**src/rtl/hilo_muldiv_unit_if.sv**
```systemverilog
// Bundle between the control/writeback side and the HI/LO multiply-divide engine.
// The master issues operations and MFHI/MFLO reads; the slave is the engine.
interface hilo_muldiv_unit_if;
    logic        START;
    logic [11:0] HILO_control;
    logic [31:0] IN_MD_1;
    logic [31:0] IN_MD_2;
    logic [31:0] OUT_HILO32;
    logic [31:0] HI;
    logic [31:0] LO;
    logic        BUSY;
    logic        DONE;
    logic        STALL;

    modport master (
        output START, HILO_control, IN_MD_1, IN_MD_2,
        input  OUT_HILO32, HI, LO, BUSY, DONE, STALL
    );

    modport slave (
        input  START, HILO_control, IN_MD_1, IN_MD_2,
        output OUT_HILO32, HI, LO, BUSY, DONE, STALL
    );
endinterface

```
**src/rtl/hilo_muldiv_unit.sv**
```systemverilog
// Sequential signed MULT/DIV engine owning HI/LO: 32 iterations on operand
// magnitudes, then one FIX cycle that applies signs and writes HI/LO.
module hilo_muldiv_unit (
    input  logic                     clk,
    input  logic                     rst,
    hilo_muldiv_unit_if.slave        bus
);
    localparam logic [11:0] OP_MULT = 12'b000011011000;
    localparam logic [11:0] OP_DIV  = 12'b000011011010;
    localparam logic [11:0] OP_MFHI = 12'b000011010000;
    localparam logic [11:0] OP_MFLO = 12'b000011010010;

    typedef enum logic [1:0] {IDLE, MUL, DIV, FIX} state_e;

    state_e      state_q;
    logic [5:0]  cnt_q;
    logic        sign_a_q, sign_b_q, is_div_q;
    logic [31:0] mag_a_q, mag_b_q;
    logic [63:0] acc_q;
    logic [32:0] rem_q;
    logic [31:0] hi_q, lo_q;
    logic        busy_q, done_q;

    logic        is_mfhi, is_mflo;
    logic [31:0] mag_a_d, mag_b_d;
    logic [32:0] mul_sum;
    logic [63:0] mul_acc_d;
    logic [32:0] rem_shift, rem_diff, rem_d;
    logic [31:0] quo_d;
    logic [63:0] prod_signed;
    logic [31:0] fix_hi_d, fix_lo_d;

    assign is_mfhi = (bus.HILO_control == OP_MFHI);
    assign is_mflo = (bus.HILO_control == OP_MFLO);
    assign mag_a_d = bus.IN_MD_1[31] ? (~bus.IN_MD_1 + 32'd1) : bus.IN_MD_1;
    assign mag_b_d = bus.IN_MD_2[31] ? (~bus.IN_MD_2 + 32'd1) : bus.IN_MD_2;

    // Multiply: acc holds {partial product, remaining multiplier bits}, shifted right each step.
    assign mul_sum   = {1'b0, acc_q[63:32]} + (acc_q[0] ? {1'b0, mag_a_q} : 33'd0);
    assign mul_acc_d = {mul_sum, acc_q[31:1]};

    // Divide: acc[31:0] shifts dividend bits out at the top and quotient bits in at the bottom.
    assign rem_shift = {rem_q[31:0], acc_q[31]};
    assign rem_diff  = rem_shift - {1'b0, mag_b_q};
    assign rem_d     = rem_diff[32] ? rem_shift : rem_diff;
    assign quo_d     = {acc_q[30:0], ~rem_diff[32]};

    assign prod_signed = (sign_a_q ^ sign_b_q) ? (~acc_q + 64'd1) : acc_q;

    // NOTE: every always_comb output gets a default first so no latch is inferred.
    always_comb begin
        fix_hi_d = prod_signed[63:32];
        fix_lo_d = prod_signed[31:0];
        if (is_div_q) begin
            fix_hi_d = sign_a_q ? (~rem_q[31:0] + 32'd1) : rem_q[31:0];
            fix_lo_d = (sign_a_q ^ sign_b_q) ? (~acc_q[31:0] + 32'd1) : acc_q[31:0];
            // Zero divisor yields an all-ones quotient; HI already equals the dividend.
            if (mag_b_q == 32'd0) fix_lo_d = 32'hFFFF_FFFF;
        end
    end

    always_comb begin
        bus.OUT_HILO32 = 32'd0;
        if (is_mfhi)      bus.OUT_HILO32 = hi_q;
        else if (is_mflo) bus.OUT_HILO32 = lo_q;
    end

    assign bus.STALL = busy_q & (is_mfhi | is_mflo | bus.START);
    assign bus.HI    = hi_q;
    assign bus.LO    = lo_q;
    assign bus.BUSY  = busy_q;
    assign bus.DONE  = done_q;

    // NOTE: sequential state uses non-blocking assignments only, so every register
    // samples the pre-edge values regardless of statement order.
    always_ff @(posedge clk or posedge rst) begin
        if (rst) begin
            state_q  <= IDLE;
            cnt_q    <= 6'd0;
            sign_a_q <= 1'b0;
            sign_b_q <= 1'b0;
            is_div_q <= 1'b0;
            mag_a_q  <= 32'd0;
            mag_b_q  <= 32'd0;
            acc_q    <= 64'd0;
            rem_q    <= 33'd0;
            hi_q     <= 32'd0;
            lo_q     <= 32'd0;
            busy_q   <= 1'b0;
            done_q   <= 1'b0;
        end else begin
            done_q <= 1'b0;
            case (state_q)
                IDLE: begin
                    if (bus.START && (bus.HILO_control == OP_MULT ||
                                      bus.HILO_control == OP_DIV)) begin
                        is_div_q <= (bus.HILO_control == OP_DIV);
                        state_q  <= (bus.HILO_control == OP_DIV) ? DIV : MUL;
                        sign_a_q <= bus.IN_MD_1[31];
                        sign_b_q <= bus.IN_MD_2[31];
                        mag_a_q  <= mag_a_d;
                        mag_b_q  <= mag_b_d;
                        acc_q    <= (bus.HILO_control == OP_DIV) ? {32'd0, mag_a_d}
                                                                 : {32'd0, mag_b_d};
                        rem_q    <= 33'd0;
                        cnt_q    <= 6'd0;
                        busy_q   <= 1'b1;
                    end
                end
                MUL: begin
                    acc_q <= mul_acc_d;
                    cnt_q <= cnt_q + 6'd1;
                    if (cnt_q == 6'd31) state_q <= FIX;
                end
                DIV: begin
                    rem_q <= rem_d;
                    acc_q <= {32'd0, quo_d};
                    cnt_q <= cnt_q + 6'd1;
                    if (cnt_q == 6'd31) state_q <= FIX;
                end
                FIX: begin
                    hi_q    <= fix_hi_d;
                    lo_q    <= fix_lo_d;
                    done_q  <= 1'b1;
                    busy_q  <= 1'b0;
                    state_q <= IDLE;
                end
                default: state_q <= IDLE;
            endcase
        end
    end
endmodule

```
**src/flat_wrapper.sv**
```systemverilog
// flat-port wrapper written by rule: the top's interface ports become plain ports
module hilo_muldiv_unit_flat 
  (clk, rst, bus_START, bus_HILO_control, bus_IN_MD_1, bus_IN_MD_2, bus_OUT_HILO32, bus_HI, bus_LO, bus_BUSY, bus_DONE, bus_STALL);
  hilo_muldiv_unit_if bus_i ();
  input  logic clk;
  input  logic rst;
  input wire logic [$bits(bus_i.START)-1:0] bus_START;
  input wire logic [$bits(bus_i.HILO_control)-1:0] bus_HILO_control;
  input wire logic [$bits(bus_i.IN_MD_1)-1:0] bus_IN_MD_1;
  input wire logic [$bits(bus_i.IN_MD_2)-1:0] bus_IN_MD_2;
  output wire logic [$bits(bus_i.OUT_HILO32)-1:0] bus_OUT_HILO32;
  output wire logic [$bits(bus_i.HI)-1:0] bus_HI;
  output wire logic [$bits(bus_i.LO)-1:0] bus_LO;
  output wire logic [$bits(bus_i.BUSY)-1:0] bus_BUSY;
  output wire logic [$bits(bus_i.DONE)-1:0] bus_DONE;
  output wire logic [$bits(bus_i.STALL)-1:0] bus_STALL;
  assign bus_i.START = bus_START;
  assign bus_i.HILO_control = bus_HILO_control;
  assign bus_i.IN_MD_1 = bus_IN_MD_1;
  assign bus_i.IN_MD_2 = bus_IN_MD_2;
  assign bus_OUT_HILO32 = bus_i.OUT_HILO32;
  assign bus_HI = bus_i.HI;
  assign bus_LO = bus_i.LO;
  assign bus_BUSY = bus_i.BUSY;
  assign bus_DONE = bus_i.DONE;
  assign bus_STALL = bus_i.STALL;
  hilo_muldiv_unit u_core (.clk(clk), .rst(rst), .bus(bus_i));
endmodule
```
**config.mk**
```make
export PLATFORM = sky130hd
export DESIGN_NAME = hilo_muldiv_unit_flat
export DESIGN_NICKNAME = d
export VERILOG_FILES = /design/src/rtl/hilo_muldiv_unit_if.sv /design/src/rtl/hilo_muldiv_unit.sv /design/src/flat_wrapper.sv
export SDC_FILE = /design/constraint.sdc
export NUM_CORES = 1
export LEC_CHECK = 0
export ABC_AREA = 1
export CAP_MARGIN = 15
export CORE_MARGIN = 2
export CORE_UTILIZATION = 50
export CTS_CLUSTER_DIAMETER = 60
export CTS_CLUSTER_SIZE = 25
export DETAILED_ROUTE_END_ITERATION = 10
export DONT_BUFFER_PORTS = 1
export GPL_TIMING_DRIVEN = 1
export PLACE_DENSITY = 0.74
export SLEW_MARGIN = 10
export SYNTH_ARGS = -nofsm -noshare
export SYNTH_HDL_FRONTEND = slang
export SYNTH_SLANG_ARGS = --single-unit
```
**constraint.sdc**
```tcl
create_clock -name clk -period 9.3 [get_ports clk]
set_input_delay 2.325 -clock clk [delete_from_list [all_inputs] [get_ports clk]]
set_output_delay 2.325 -clock clk [all_outputs]
set_load 0.02 [all_outputs]
```
Yosys cells after proc, flatten, opt, wreduce, memory -nomap -nowiden
Cells that the tools add are included.
{"block": "word_totals", "reg_bits": 237, "out_inout_bits": 99}
{"block": "op_classes", "n_addsub": 8, "n_eq_ne": 10, "mux": 26, "n_bitwise": 10, "n_reduce_logical": 15}
{"op": "$mux W32", "count": 13}
{"op": "$pmux W64 S3", "count": 1}
{"op": "$add A32 B1 Y32 const B", "count": 4}
{"op": "$mux W64", "count": 2}
{"op": "$not A32 Y32", "count": 4}
{"op": "$add A64 B1 Y64 const B", "count": 1}
{"op": "$not A64 Y64", "count": 1}
{"op": "$pmux W32 S2", "count": 1}
{"op": "$eq A12 B8 Y1 const B", "count": 4}
{"op": "$add A32 B33 Y33", "count": 1}
{"op": "$sub A33 B32 Y33", "count": 1}
{"op": "$logic_not A32 Y1", "count": 1}
{"op": "$pmux W6 S2", "count": 1}
{"op": "$reduce_and A2 Y1", "count": 6}
{"op": "$add A6 B1 Y6 const B", "count": 1}
{"op": "$eq A6 B5 Y1 const B", "count": 1}
{"op": "$mux W2", "count": 3}
{"op": "$mux W6", "count": 1}
{"op": "$pmux W2 S3", "count": 1}
{"op": "$reduce_bool A2 Y1", "count": 3}
{"op": "$eq A2 B2 Y1 const B", "count": 2}
{"op": "$ne A2 B1 Y1 const B", "count": 2}
{"op": "$reduce_bool A3 Y1", "count": 1}
{"op": "$eq A2 B1 Y1 const B", "count": 1}
{"op": "10 further kinds", "count": 12}

Longest topological paths before layout
{"block": "depth", "ltp_word": 6, "depth_mapped": 19, "depth_no_buf": 17}

Least setup slack after synthesis
Ideal clock, no wire load.
{"block": "synth_path", "kind": "input-to-output", "start": "input bus_HILO_control[9]", "end": "output bus_OUT_HILO32[17]", "t_arrival_ps": 3566, "required_ps": 6975, "path_slack_ps": 3409, "path_stages": 6, "n_path_buf": 1, "path_cell_list": "nor2_1 nand2_1 nor3_1 nand2_1 clkbuf_1 o21ai_0"}
{"block": "synth_via", "elab_chain_len": 3}
{"item": "start: declaration", "line": "flat_wrapper.sv:8", "text": "input wire logic [$bits(bus_i.HILO_control)-1:0] bus_HILO_control;"}
{"item": "$eq A12 B8 Y1", "line": "hilo_muldiv_unit.sv:34", "text": "assign is_mflo = (bus.HILO_control == OP_MFLO);"}
{"item": "$mux W32", "line": "hilo_muldiv_unit.sv:65", "text": "else if (is_mflo) bus.OUT_HILO32 = lo_q;"}
{"item": "$mux W32 (*)", "line": "hilo_muldiv_unit.sv:64", "text": "if (is_mfhi) bus.OUT_HILO32 = hi_q;"}
{"item": "end: declaration", "line": "flat_wrapper.sv:11", "text": "output wire logic [$bits(bus_i.OUT_HILO32)-1:0] bus_OUT_HILO32;"}
Every way passes the cells marked *; elsewhere a longest branch is shown, timed or not.

Worst setup path in the final report
{"block": "layout_path", "start": "input bus_HILO_control[9]", "end": "output bus_STALL"}
{"block": "layout_via", "elab_chain_len": 4}
{"item": "$eq A12 B8 Y1, on equally long branches", "line": "hilo_muldiv_unit.sv:33, hilo_muldiv_unit.sv:34"}
{"item": "$or A1 B1 Y1 (*) (2 in series)", "line": "hilo_muldiv_unit.sv:68", "text": "assign bus.STALL = busy_q & (is_mfhi | is_mflo | bus.START);"}
{"item": "$and A1 B1 Y1 (*)", "line": "hilo_muldiv_unit.sv:68"}
{"item": "end: declaration", "line": "flat_wrapper.sv:16", "text": "output wire logic [$bits(bus_i.STALL)-1:0] bus_STALL;"}
Marked as above.

==> flow_summary.yaml <==
grt:
  grt_max_degree: 104
  antenna_found_initial: 2
  grt_pass1_vias: 20200
  overflow: 0
  grt_usage_pct: 34.9
  grt_pass1_wl_microns: 118000
yosys:
  postSynthNetCount: 3606
  yosys.cell_types.count: 53
  synth.most_common_cell: "nand2_1"
  yosysTopAreaCellShare_pct: 28.4
  synth_mux_area_share_pct: 0
  ys.flop_type: "dfrtp_1"
  yosysWarnings: 0
  synth_top_family_by_area: "simple AND/OR/NAND/NOR gates"
  synth-simple-area-share_pct: 40.1
  synth_edf_count: 0
  synth-xor-area-share_pct: 3.02
  synthAdderAreaFrac_pct: 4.62
  ys_seq_area_share_pct: 28.4
  yosys.area.top_type: "dfrtp_1"
  netlist_top_cells_count: "nand2_1, inv_1, nor2_1"
  syn_area_per_cell_sq_um: 6.06
  ys_top_cells_by_area: "dfrtp_1, nand2_1, inv_1"
  synthArstFlopShare_pct: 100
  synth_compound_area_share_pct: 13.0
  synth_seq_cells: 237
  syn_area_sq_um: 20900
  synth_cells: 3451
sta:
  fmax_ghz: 0.139
  setup_viol: 0
  maxSlewHeadroom_pct: 22.0
  hold_violations: 0
  setup_tns_ns: 0
  min_period_ns: 7.17
  hold_slack_ns: 0.481
  worstMarginPinSlew_ns: 1.17
  post-route-period-util_pct: 77.1
  drv_slew: 0
  skew_ns: 0.0351
  grt_setup_unrepaired: "false"
cts:
  numCtsBuffers: 22
  clockBufferDepth: 3
  htreeDepth: 1
  post_cts_resized: 0
  clock_sinks: 237
  insertion_delay_ns: 0.58
  cts_tree: "built"
  cts_setup_buffers: 0
  path_clk_slew_ns: 0.08
  root_buffer: "clkbuf_16"
  ctsHoldBuffers: 0
critical_path:
  cp_data_required_time_ns: 6.98
  crit_fanout: 25
  reg2regPathDepth: 9
  crit_path_top_delay_cell: "nor3_1"
  criticalPathCategory: "input pin to primary output"
  r2r-end: "u_core.bus.HI[18]"
  path_cells: "nor2_1, nand2_1, nor3_1, nand2_1, clkinv_1, o31ai_1, inv_1"
  crit_path_max_incr_delay_ns: 0.85
  regToRegSetupSlack_ns: 5.82
  cp-end-kind: "primary output"
  critPathLaunchType: "input pin"
  arrival_ns: 4.84
  crit_top_cell: "nand2_1"
  timing.rr.start: "u_core.sign_a_q"
floorplanning:
  io_pins: 178
  dieArea_sq_um: 43500
  core_sq_um: 41000
  die_w_microns: 208
  initial_utilization_pct: 51.0
  dieHeight_microns: 208
  rows: 74
status:
  status: "completed"
power_and_ir_drop:
  power.density_nw_per_um2: 265
  vdd_drop_max_v: 0.000166
  cellLeakagePower_uw: 0.0117
final_layout:
  regArea_sq_um: 5930
  nNetsFinal: 3537
  fin_cells: 3932
  stdcell_area_sq_um: 22100
  multi_input_area_sq_um: 12700
  drive_above_1_share_pct: 2.94
  synthToLayoutAreaGrowth_pct: 5.53
  n_fill_cell: 4300
placement:
  place_area_sq_um: 21200
  place_inst: 3890
  io_buffers: 0
  gp_congestion: 1.03
  dp_hpwl_microns: 61800
detailed_routing:
  first_pass_iters: 8
  drt_iter0_markers: 2901
  num_vias: 22700
  drt_wl_total_microns: 77000
  via_per_inst: 5.77
  postRouteAntennaNets: 0
  routedWlPerCell_microns: 19.6
  route.detailed.drc: 0
worst_hold_path:
  hold_path_class: "flip-flop to flip-flop"
  hold_depth: 2
  min_to: "u_core.mag_a_q[23]"
  worstHoldStart: "u_core.mag_a_q[23]"
run:
  maxCapViolCount: 0
-- per-layer routing --
layer / up-vias / share of wire [%] / track usage, %
met5: - / 0.017 / 0
met3: 148 / 11 / 5.69
li1: 10900 / - / -
met1: 10400 / 43 / 50.6
met4: 2 / 4.4 / 13.9
met2: 1189 / 41 / 51.6
-- worst max path at each step --
stage / start / to / slack (ns) / cells past startpoint
CTS: bus_HILO_control[9] / bus_STALL / 2.15 / 7
global placement: bus_HILO_control[6] / bus_STALL / 2.19 / 8
floorplan: rst / u_core.acc_q[0] / 0.47 / 1
detailed placement: bus_HILO_control[9] / bus_STALL / 2.15 / 7
global route: bus_HILO_control[6] / bus_STALL / 2.00 / 8
finish: bus_HILO_control[9] / bus_STALL / 2.13 / 7
-- sequential cells by signal, indices dropped and copies added, names as in the netlist --
register	count
u_core.acc_q	64
u_core.bus.HI	32
u_core.bus.LO	32
u_core.mag_a_q	32
u_core.mag_b_q	32
u_core.rem_q	32
u_core.cnt_q	6
u_core.state_q	2
u_core.bus.BUSY	1
u_core.bus.DONE	1
u_core.is_div_q	1
u_core.sign_a_q	1
u_core.sign_b_q	1
-- report_power, final --
part / switching [uW] / internal [uW] / total (uW)
Combinational: 2080 / 883 / 2960
Clock: 553 / 499 / 1050
Sequential: 541 / 1300 / 1840
-- placed cells by master, fill, tap and decap left out, types with 9 or more instances in the layout --
cell type and instances:
nand2_1 1112, inv_1 469, a22oi_1 31, ha_1 74, o22ai_1 46, a32oi_1 9, clkbuf_16 22, nand3_1 326
nand2_2 11, o21a_1 16, nand3b_1 19, nor3_1 27, nor2_1 438, o21bai_1 12, a21oi_1 121, o21ai_0 158
dfrtp_1 237, buf_4 13, nand4_1 52, o211ai_1 16, a31oi_1 12, o21ai_1 9, xnor2_1 22, xor2_1 47
-- layout make-up --
cell class / instances / area share (%)
timing repair buffer: 13 / 0.442
sequential: 237 / 26.9
clock buffer: 23 / 2.51
tap: 532 / 3.02
multi-input combinational: 2630 / 57.7
antenna: 2 / 0.0227
clock inverter: 17 / 1.30
inverter: 478 / 8.17
-- worst max-delay path: cells and delay by family --
family | cells | cell delay [ns]
AO/OA/AOI/OAI | 1 | 0.15
buffers and inverters | 2 | 0.63
AND/OR/NAND/NOR | 4 | 1.73
-- cells by family (layout without fill, tap and decap cells) --
kind of cell / after synthesis / count (layout)
xor+xnor: 70 / 70
fa+ha+maj: 76 / 76
compound gates: 463 / 463
buf+inv: 584 / 531
other cells: 0 / 2
simple gates: 2021 / 2021
flops: 237 / 237
-- per-stage QoR --
stage	total power, uW	setup slack, ns	util [%]
3_3_place_gp	4670	2.19	51.7
6_report	5850	2.13	53.8
4_1_cts	5750	2.15	53.8
2_1_floorplan	3780	0.472	-
5_1_grt	6240	2.00	53.8
3_5_place_dp	4700	2.15	51.7
No activity file was read; power rests on OpenSTA's default activity.
